[src/rtl/keypad_pkg.sv]
// Shared types and constants for the 4x4 keypad scanner.
package keypad_pkg;

   typedef enum logic [1:0] {
      SCAN       = 2'd0,
      DB_PRESS   = 2'd1,
      HELD       = 2'd2,
      DB_RELEASE = 2'd3
   } kp_state_t;

   // Key codes indexed [row][col]; '*' and '#' map to E and F.
   localparam logic [3:0] KEYMAP [4][4] = '{
      '{4'h1, 4'h2, 4'h3, 4'hA},
      '{4'h4, 4'h5, 4'h6, 4'hB},
      '{4'h7, 4'h8, 4'h9, 4'hC},
      '{4'hE, 4'h0, 4'hF, 4'hD}
   };

   localparam logic [3:0] COL_INIT = 4'b1110;

   // Lowest-indexed low row; only meaningful when at least one row is low.
   function automatic logic [1:0] low_row_idx(input logic [3:0] rows);
      if (!rows[0]) return 2'd0;
      if (!rows[1]) return 2'd1;
      if (!rows[2]) return 2'd2;
      return 2'd3;
   endfunction

endpackage

[src/rtl/keypad_row_sync.sv]
// Two-flop synchronizer for the active-low keypad row pins.
module row_sync (
   input  logic       clk,
   input  logic       reset,
   input  logic [3:0] row_n,
   output logic [3:0] rows
);

   logic [3:0] rows_p0;

   always_ff @(posedge clk) begin
      if (reset) begin
         rows_p0 <= 4'hF;
         rows    <= 4'hF;
      end else begin
         rows_p0 <= row_n;
         rows    <= rows_p0;
      end
   end

endmodule

[src/rtl/keypad_scanner.sv]
// Column-scanning 4x4 keypad front end: locks onto the first closed switch,
// debounces press and release, and presents a stable key code.
module keypad_scanner
   import keypad_pkg::*;
#(
   parameter int SCAN_DIV = 1000,
   parameter int DEBOUNCE = 50000
) (
   input  logic       clk,
   input  logic       reset,
   input  logic [3:0] row_n,
   output logic [3:0] col_n,
   output logic [3:0] key,
   output logic       released,
   output logic       strobe
);

   localparam int DIV_W = (SCAN_DIV > 1) ? $clog2(SCAN_DIV) : 1;
   localparam int DB_W  = $clog2(DEBOUNCE + 1);
   localparam logic [DIV_W-1:0] DIV_LAST = DIV_W'(SCAN_DIV - 1);
   localparam logic [DB_W-1:0]  DB_DONE  = DB_W'(DEBOUNCE);

   logic [3:0]       rows;
   kp_state_t        state, state_nx;
   logic [DIV_W-1:0] div, div_nx;
   logic [DB_W-1:0]  db, db_nx, db_inc;
   logic [1:0]       col, col_nx;
   logic [3:0]       col_n_nx;
   logic [1:0]       cand_row, cand_row_nx;
   logic [1:0]       cand_col, cand_col_nx;
   logic [3:0]       key_nx;
   logic             released_nx, strobe_nx;
   logic             cand_high;

   row_sync u_row_sync (
      .clk   (clk),
      .reset (reset),
      .row_n (row_n),
      .rows  (rows)
   );

   assign db_inc    = db + 1'b1;
   assign cand_high = rows[cand_row];

   always_ff @(posedge clk) begin
      if (reset) begin
         state    <= SCAN;
         div      <= '0;
         db       <= '0;
         col      <= '0;
         col_n    <= COL_INIT;
         cand_row <= '0;
         cand_col <= '0;
         key      <= '0;
         released <= 1'b1;
         strobe   <= 1'b0;
      end else begin
         state    <= state_nx;
         div      <= div_nx;
         db       <= db_nx;
         col      <= col_nx;
         col_n    <= col_n_nx;
         cand_row <= cand_row_nx;
         cand_col <= cand_col_nx;
         key      <= key_nx;
         released <= released_nx;
         strobe   <= strobe_nx;
      end
   end

   always_comb begin
      state_nx    = state;
      div_nx      = div;
      db_nx       = db;
      col_nx      = col;
      col_n_nx    = col_n;
      cand_row_nx = cand_row;
      cand_col_nx = cand_col;
      key_nx      = key;
      released_nx = released;
      strobe_nx   = 1'b0;

      case (state)
         SCAN: begin
            // Rows are only trusted on the last cycle of a column window.
            if (div == DIV_LAST) begin
               if (rows != 4'hF) begin
                  cand_row_nx = low_row_idx(rows);
                  cand_col_nx = col;
                  db_nx       = '0;
                  state_nx    = DB_PRESS;
               end else begin
                  div_nx   = '0;
                  col_nx   = col + 2'd1;
                  col_n_nx = {col_n[2:0], col_n[3]};
               end
            end else begin
               div_nx = div + 1'b1;
            end
         end
         DB_PRESS: begin
            if (!cand_high) begin
               db_nx = db_inc;
               if (db_inc == DB_DONE) begin
                  key_nx      = KEYMAP[cand_row][cand_col];
                  released_nx = 1'b0;
                  db_nx       = '0;
                  state_nx    = HELD;
               end
            end else begin
               db_nx    = '0;
               div_nx   = '0;
               col_nx   = col + 2'd1;
               col_n_nx = {col_n[2:0], col_n[3]};
               state_nx = SCAN;
            end
         end
         HELD: begin
            if (cand_high) begin
               db_nx    = '0;
               state_nx = DB_RELEASE;
            end
         end
         DB_RELEASE: begin
            if (cand_high) begin
               db_nx = db_inc;
               if (db_inc == DB_DONE) begin
                  released_nx = 1'b1;
                  strobe_nx   = 1'b1;
                  db_nx       = '0;
                  div_nx      = '0;
                  col_nx      = '0;
                  col_n_nx    = COL_INIT;
                  state_nx    = SCAN;
               end
            end else begin
               state_nx = HELD;
            end
         end
         default: state_nx = SCAN;
      endcase
   end

endmodule

[config.mk]
export PLATFORM = sky130hd
export DESIGN_NAME = keypad_scanner
export DESIGN_NICKNAME = d
export VERILOG_FILES = /design/src/rtl/keypad_pkg.sv /design/src/rtl/keypad_row_sync.sv /design/src/rtl/keypad_scanner.sv
export SDC_FILE = /design/constraint.sdc
export NUM_CORES = 1
export LEC_CHECK = 0
export ABC_AREA = 1
export ABC_CLOCK_PERIOD_IN_PS = 2100
export CAP_MARGIN = 20
export CORE_ASPECT_RATIO = 1.75
export CORE_UTILIZATION = 60
export CTS_BUF_LIST = sky130_fd_sc_hd__clkbuf_4 sky130_fd_sc_hd__clkbuf_8 sky130_fd_sc_hd__clkbuf_16
export CTS_CLUSTER_DIAMETER = 50
export DETAILED_ROUTE_END_ITERATION = 10
export GPL_ROUTABILITY_DRIVEN = 0
export PLACE_DENSITY_LB_ADDON = 0.05
export SLEW_MARGIN = 0
export SYNTH_ARGS = -nofsm -noshare
export SYNTH_HDL_FRONTEND = slang
export SYNTH_SLANG_ARGS = --single-unit
[constraint.sdc]
create_clock -name clk -period 2.1 [get_ports clk]
set_input_delay 0.42 -clock clk [delete_from_list [all_inputs] [get_ports clk]]
set_output_delay 0.42 -clock clk [all_outputs]
set_load 0.05 [all_outputs]
# Word-level counts from Yosys, hierarchy flattened
# Index checks and enable logic that the tools add are counted.
totals:
  register_bits: 52
  out_inout_bits: 10
  word_cells: 118
  input_bits: 6
classes:
  magnitude_cmp: 3
  eq_ne: 18
  n_mux: 67
  reduce_logical: 11
  bitwise_logic: 4
  add_sub_neg: 3
op_table:
  columns: ["operator", "count"]
  rows:
  - ["$mux 16", 8]
  - ["$pmux 16 s4", 1]
  - ["$mux 10", 5]
  - ["$mux 2", 17]
  - ["$bmux 16 s2", 1]
  - ["$pmux 10 s3", 1]
  - ["$mux 4", 7]
  - ["$mux 1", 21]
  - ["$ne 2x2->1 const B", 9]
  - ["$add 16x1->16 const B", 1]
  - ["$eq 16x16->1 const B", 1]
  - ["$reduce_and 5->1", 3]
  - ["$pmux 4 s3", 1]
  - ["$add 10x1->10 const B", 1]
  - ["$eq 10x10->1 const B", 1]
  - ["$ne 3x3->1 const B", 3]
  - ["$bmux 4 s2", 1]
  - ["$pmux 2 s4", 1]
  - ["$ge 3x3->1 const B", 2]
  - ["$not 2->3", 2]
  - ["$pmux 2 s3", 1]
  - ["$reduce_and 3->1", 2]
  - ["$reduce_and 6->1", 1]
  - ["$eq 2x2->1 const B", 2]
  - ["12 further kinds", 13]

# Longest topological paths before layout
depth:
  ltp_word: 16
  ltp_mapped: 16
  mapped_depth_nobuf: 15

# Hierarchy
# A second synthesis with hierarchy kept.
unflattened:
  cells_unflattened: 463
  area_unflattened_um2: 2932.8
modules_own_cells:
  columns: ["module", "area_per_inst_um2", "cells_per_inst", "instances", "seq_area_each_um2"]
  rows:
  - ["keypad_scanner", 2708.8, 438, 1, 880.8]
  - ["row_sync", 224.0, 25, 1, 160.2]

# Worst setup path after synthesis
# Ideal clock, no wire load.
synth_timing:
  path_type: "register -> register"
  from: "reg db[1]"
  to: "reg db[6]"
  path_buffers: 2
  setup_slack_ns: 0.206
  path_stages_with_launch: 17
  period_less_slack_ns: 1.894
  arrival_ns: 1.762
  required_time_ns: 1.968
  setup_ns: 0.132
  cell_sequence: "dfxtp_1 > ha_1 > nand3_2 > nor2_2 > buf_6 > nand2_1 > nand2_1 > nand2_2 > nor2_1 > nand2_1 > nor2_1 > nand2_2 > nand2_2 > inv_2 > buf_6 > nand2_1 > a21oi_1"
synth_via:
  elab_chain_len: 5
  word_cells_on_any_way: 6
  cone_classes: "1 x add/sub; 1 x eq/ne; 4 x mux"
synth_rtl:
  columns: ["element", "line", "rtl"]
  rows:
  - ["start, declared", "keypad_scanner.sv:26", "logic [DB_W-1:0] db, db_nx, db_inc;"]
  - ["start signal, assigned", "keypad_scanner.sv:60", "db <= db_nx;"]
  - ["$add 16x1->16 (*)", "keypad_scanner.sv:42", "assign db_inc = db + 1'b1;"]
  - ["$eq 16x16->1", "keypad_scanner.sv:104, keypad_scanner.sv:127", null]
  - ["$mux 16 (*)", "keypad_scanner.sv:104, keypad_scanner.sv:127", null]
  - ["$mux 16, on equally long branches", "keypad_scanner.sv:125, keypad_scanner.sv:102", null]
  - ["$pmux 16 s4 (*)", "keypad_scanner.sv:83", "case (state)"]
# Every way passes the cells marked *; elsewhere a longest branch is shown, timed or not. The select of a mux whose other input is x is not followed.
# A chain may end at the register's enable or synchronous reset.

# Worst setup path after layout
layout_timing:
  from: "reg db[0]"
  to: "reg key[1]"
layout_via:
  elab_chain_len: 3
layout_rtl:
  columns: ["element", "line", "rtl"]
  rows:
  - ["$add 16x1->16", "keypad_scanner.sv:42", null]
  - ["$eq 16x16->1", "keypad_scanner.sv:104", "if (db_inc == DB_DONE) begin"]
  - ["$reduce_and 3->1 (no line)", null, null]
  - ["end signal, assigned", "keypad_scanner.sv:65", "key <= key_nx;"]
  - ["end, declared", "keypad_scanner.sv:13", "output logic [3:0] key,"]
# Every way passes these cells.

==> reports/results.ini <==
[clock_network]
cts_hold_buffers = 0
htree_levels = 2
cts-buffers-inserted = 5
clock_path_buffers = 2
clock_latency_ns = 0.32
cts.sinks = 52
cts_root_buf = clkbuf_8
clkTransAtPathRegs_ns = 0.10
cts_tree = built

[min_path]
hold_depth = 1
hp-class = reg -> reg

[critical_path]
critPathLaunch = db[0]$_SDFFE_PP0P_
r2r-start = db[0]$_SDFFE_PP0P_
end_kind = flip-flop
crit_path_end = key[1]$_SDFFE_PP0P_
worstSetupPathType = reg -> reg
required_ns = 2.32
r2r_slack_ns = 0.02
worstSetupStartpointType = flip-flop
reg2reg_to = key[1]$_SDFFE_PP0P_
cp_max_fo = 6
crit_arrival_ns = 2.30
ff2ff_path_depth = 16

[drt]
via_count = 3213
wire_per_inst_um = 14.5
drtIter0Drc = 223
drtPass1Iterations = 4
postRouteWirelength_um = 8040
drc = 0
antenna_left = 0
vias_per_cell = 5.81

[timing]
fmax_mhz = 480
tightestPinTransition_ns = 0.629
finalWorstSetupSlack_ns = 0.0171
min_period_ns = 2.08
finalClockSkew_ns = 0.00439
setup_tns_ns = 0
slew_headroom_pct = 58.0
rsz0062_at_grt = true
finalHoldViolations = 0
setup_viol = 0
slew_viol_final = 0
finalCritPeriodShare_pct = 99.2

[placement]
post-dp-hpwl_um = 5400
place_ws_ns = -0.0625
portBuffers = 15

[synth]
syn_area_sq_um = 3010
avgSynthCellArea_sq_um = 6.54
synth.area.top_cells = dfxtp_1, nand2_1, nand3_1
synth_edf_count = 0
syn_inst = 460
synth_top_cell_by_area = dfxtp_1
synthArstFlopShare_pct = 0
yosys_warnings = 0
yosysSeqAreaShare_pct = 34.6
synthFlopType = dfxtp_1
synth_cell_types = 38
synth-seq-cells = 52
synth_most_common_cell = nand2_1
yosysTopAreaCellShare_pct = 34.6
synth_nets = 468
synthTopCellsByCount = nand2_1, dfxtp_1, inv_1, nor2_1, nand3_1

[floorplanning]
die_w_um = 55.5
initial_core_util_pct = 63.4
ios = 16
die_h_um = 95.7
dieArea_sq_um = 5320
core_area_sq_um = 4750
num_rows = 33

[global_routing]
antenna_found_initial = 0
grt_max_degree = 33
grt_pass1_vias = 3057
grt_pass1_wl_um = 12600
grt.overflow.total = 0
grt_use_total_pct = 29.7

[cells_and_area]
utilization_pct = 78.0
antennaDiodeCount = 0
syn2layout_area_growth_pct = 23.0
drive_above_1_share_pct = 23.2
fin_nets = 508

[run_status]
status = completed

[power]
power_density_nw_per_um2 = 454
ir_drop_mv = 0.433
p_leak_nw = 1.49

[run]
max-cap-violations = 0

## flip-flops by register name (all words and copies together) (netlist names), named ones only
signal,flops
cand_col,2
cand_row,2
col,2
col_n,4
db,16
div,10
key,4
released,1
state,1
strobe,1
u_row_sync.rows,4
u_row_sync.rows_p0,4
## logic make-up after synthesis
| logic type | after synthesis | synth area share (%) |
|---|---|---|
| simple gates | 285 | 44.8 |
| buf+inv | 60 | 8.52 |
| compound gates | 60 | 11.0 |
| xor+xnor | 1 | 0.291 |
| fa+ha+maj | 2 | 0.831 |
| flops | 52 | 34.6 |
## how the worst min path moves through the flow
stage                                      from                             to  slack [ns]
5_1_grt        u_row_sync.rows_p0[3]$_SDFF_PP1_  u_row_sync.rows[3]$_SDFF_PP1_        0.44
6_report       u_row_sync.rows_p0[2]$_SDFF_PP1_  u_row_sync.rows[2]$_SDFF_PP1_        0.42
3_3_place_gp   u_row_sync.rows_p0[0]$_SDFF_PP1_  u_row_sync.rows[0]$_SDFF_PP1_        0.39
2_1_floorplan  u_row_sync.rows_p0[0]$_SDFF_PP1_  u_row_sync.rows[0]$_SDFF_PP1_        0.39
3_5_place_dp   u_row_sync.rows_p0[2]$_SDFF_PP1_  u_row_sync.rows[2]$_SDFF_PP1_        0.39
4_1_cts        u_row_sync.rows_p0[2]$_SDFF_PP1_  u_row_sync.rows[2]$_SDFF_PP1_        0.41
## cells in the final DEF (no fill, tap or decap), types with 2 or more instances in the layout
cell type        netlist  routed
nand2_2                7      18
nand2_4                1       3
nor2_1                39      34
a21oi_2                0       3
a21oi_1               31      28
nand4_1               26      26
nand2_1              136     124
a31oi_1                9       9
o21ai_0                9       9
buf_4                  1      25
o211ai_1               2       2
inv_2                  3       2
buf_6                  3       5
nand3_2                2       5
nor3_1                 4       4
nor2_4                 3       7
dfxtp_1               52      46
or2_1                  2       2
o21ai_1                4       3
or2_2                 16      16
nor2_2                 3       4
inv_1                 42      41
dfxtp_2                0       5
nand3_1               35      30
nand3b_1               2       2
nand3_4                0       2
clkbuf_8               0       5
nor4_1                 3       2
o22ai_1                2       2
clkdlybuf4s50_1        0      15
## timing repair
item | in CTS | in global routing
resized for setup | 11 | 47
cloned | 0 | 2
buffers inserted | 3 | 9
pin swaps | 5 | 27
setup endpoints to repair | 32 | 39
hold endpoints to repair | 0 | 0
## through the flow
step | hold slack, ns | total power (W) | instance area (sq um) | cells
after floorplan | 0.389 | 0.00107 | 3010 | 460
after global placement | 0.392 | 0.00110 | 3290 | 531
after detailed placement | 0.394 | 0.00110 | 3290 | 531
after CTS | 0.414 | 0.00169 | 3440 | 542
after global routing | 0.435 | 0.00174 | 3700 | 553
final | 0.419 | 0.00168 | 3700 | 553
## report_power, final
| part | leakage (nW) | total (W) | internal (W) | switching [W] |
|---|---|---|---|---|
| clock network | 0.0485 | 0.000603 | 0.000240 | 0.000363 |
| registers | 0.425 | 0.00101 | 0.000997 | 0.00000866 |
| logic | 1.02 | 0.0000743 | 0.0000333 | 0.0000410 |
| total | 1.49 | 0.00168 | 0.00127 | 0.000413 |
## layer usage
layer | share of wire (%) | global-route usage [%] | vias to the layer above
li1 | - | - | 1598
met1 | 37 | 26.7 | 1516
met2 | 57 | 60.2 | 68
met3 | 2.4 | 4.17 | 31
met4 | 3.9 | 19.6 | 0
met5 | 0 | 0 | -
## worst max-delay path, stage by stage, from the launching register on
cell and delay [ns]:
dfxtp_4 0.36, ha_4 0.17, nand3_4 0.10, nor2_4 0.04, buf_6 0.13, buf_6 0.12, nand3_1 0.07, nand2_2 0.08
nor2_1 0.14, nand2_1 0.11, nor2_2 0.10, nand2_2 0.10, nor2_4 0.19, buf_6 0.13, nand2_2 0.04, nand2_1 0.05
a21oi_1 0.05
## area by class of cell
class	instances	area, sq um
well taps	52	65.1
clock inverters	3	22.5
multi-input cells	349	1870
fillers	345	1050
repair buffers	47	439
flip-flops and latches	52	1050
clock buffers	5	68.8
inverters	45	184
Power figures use the tool's default switching activity.
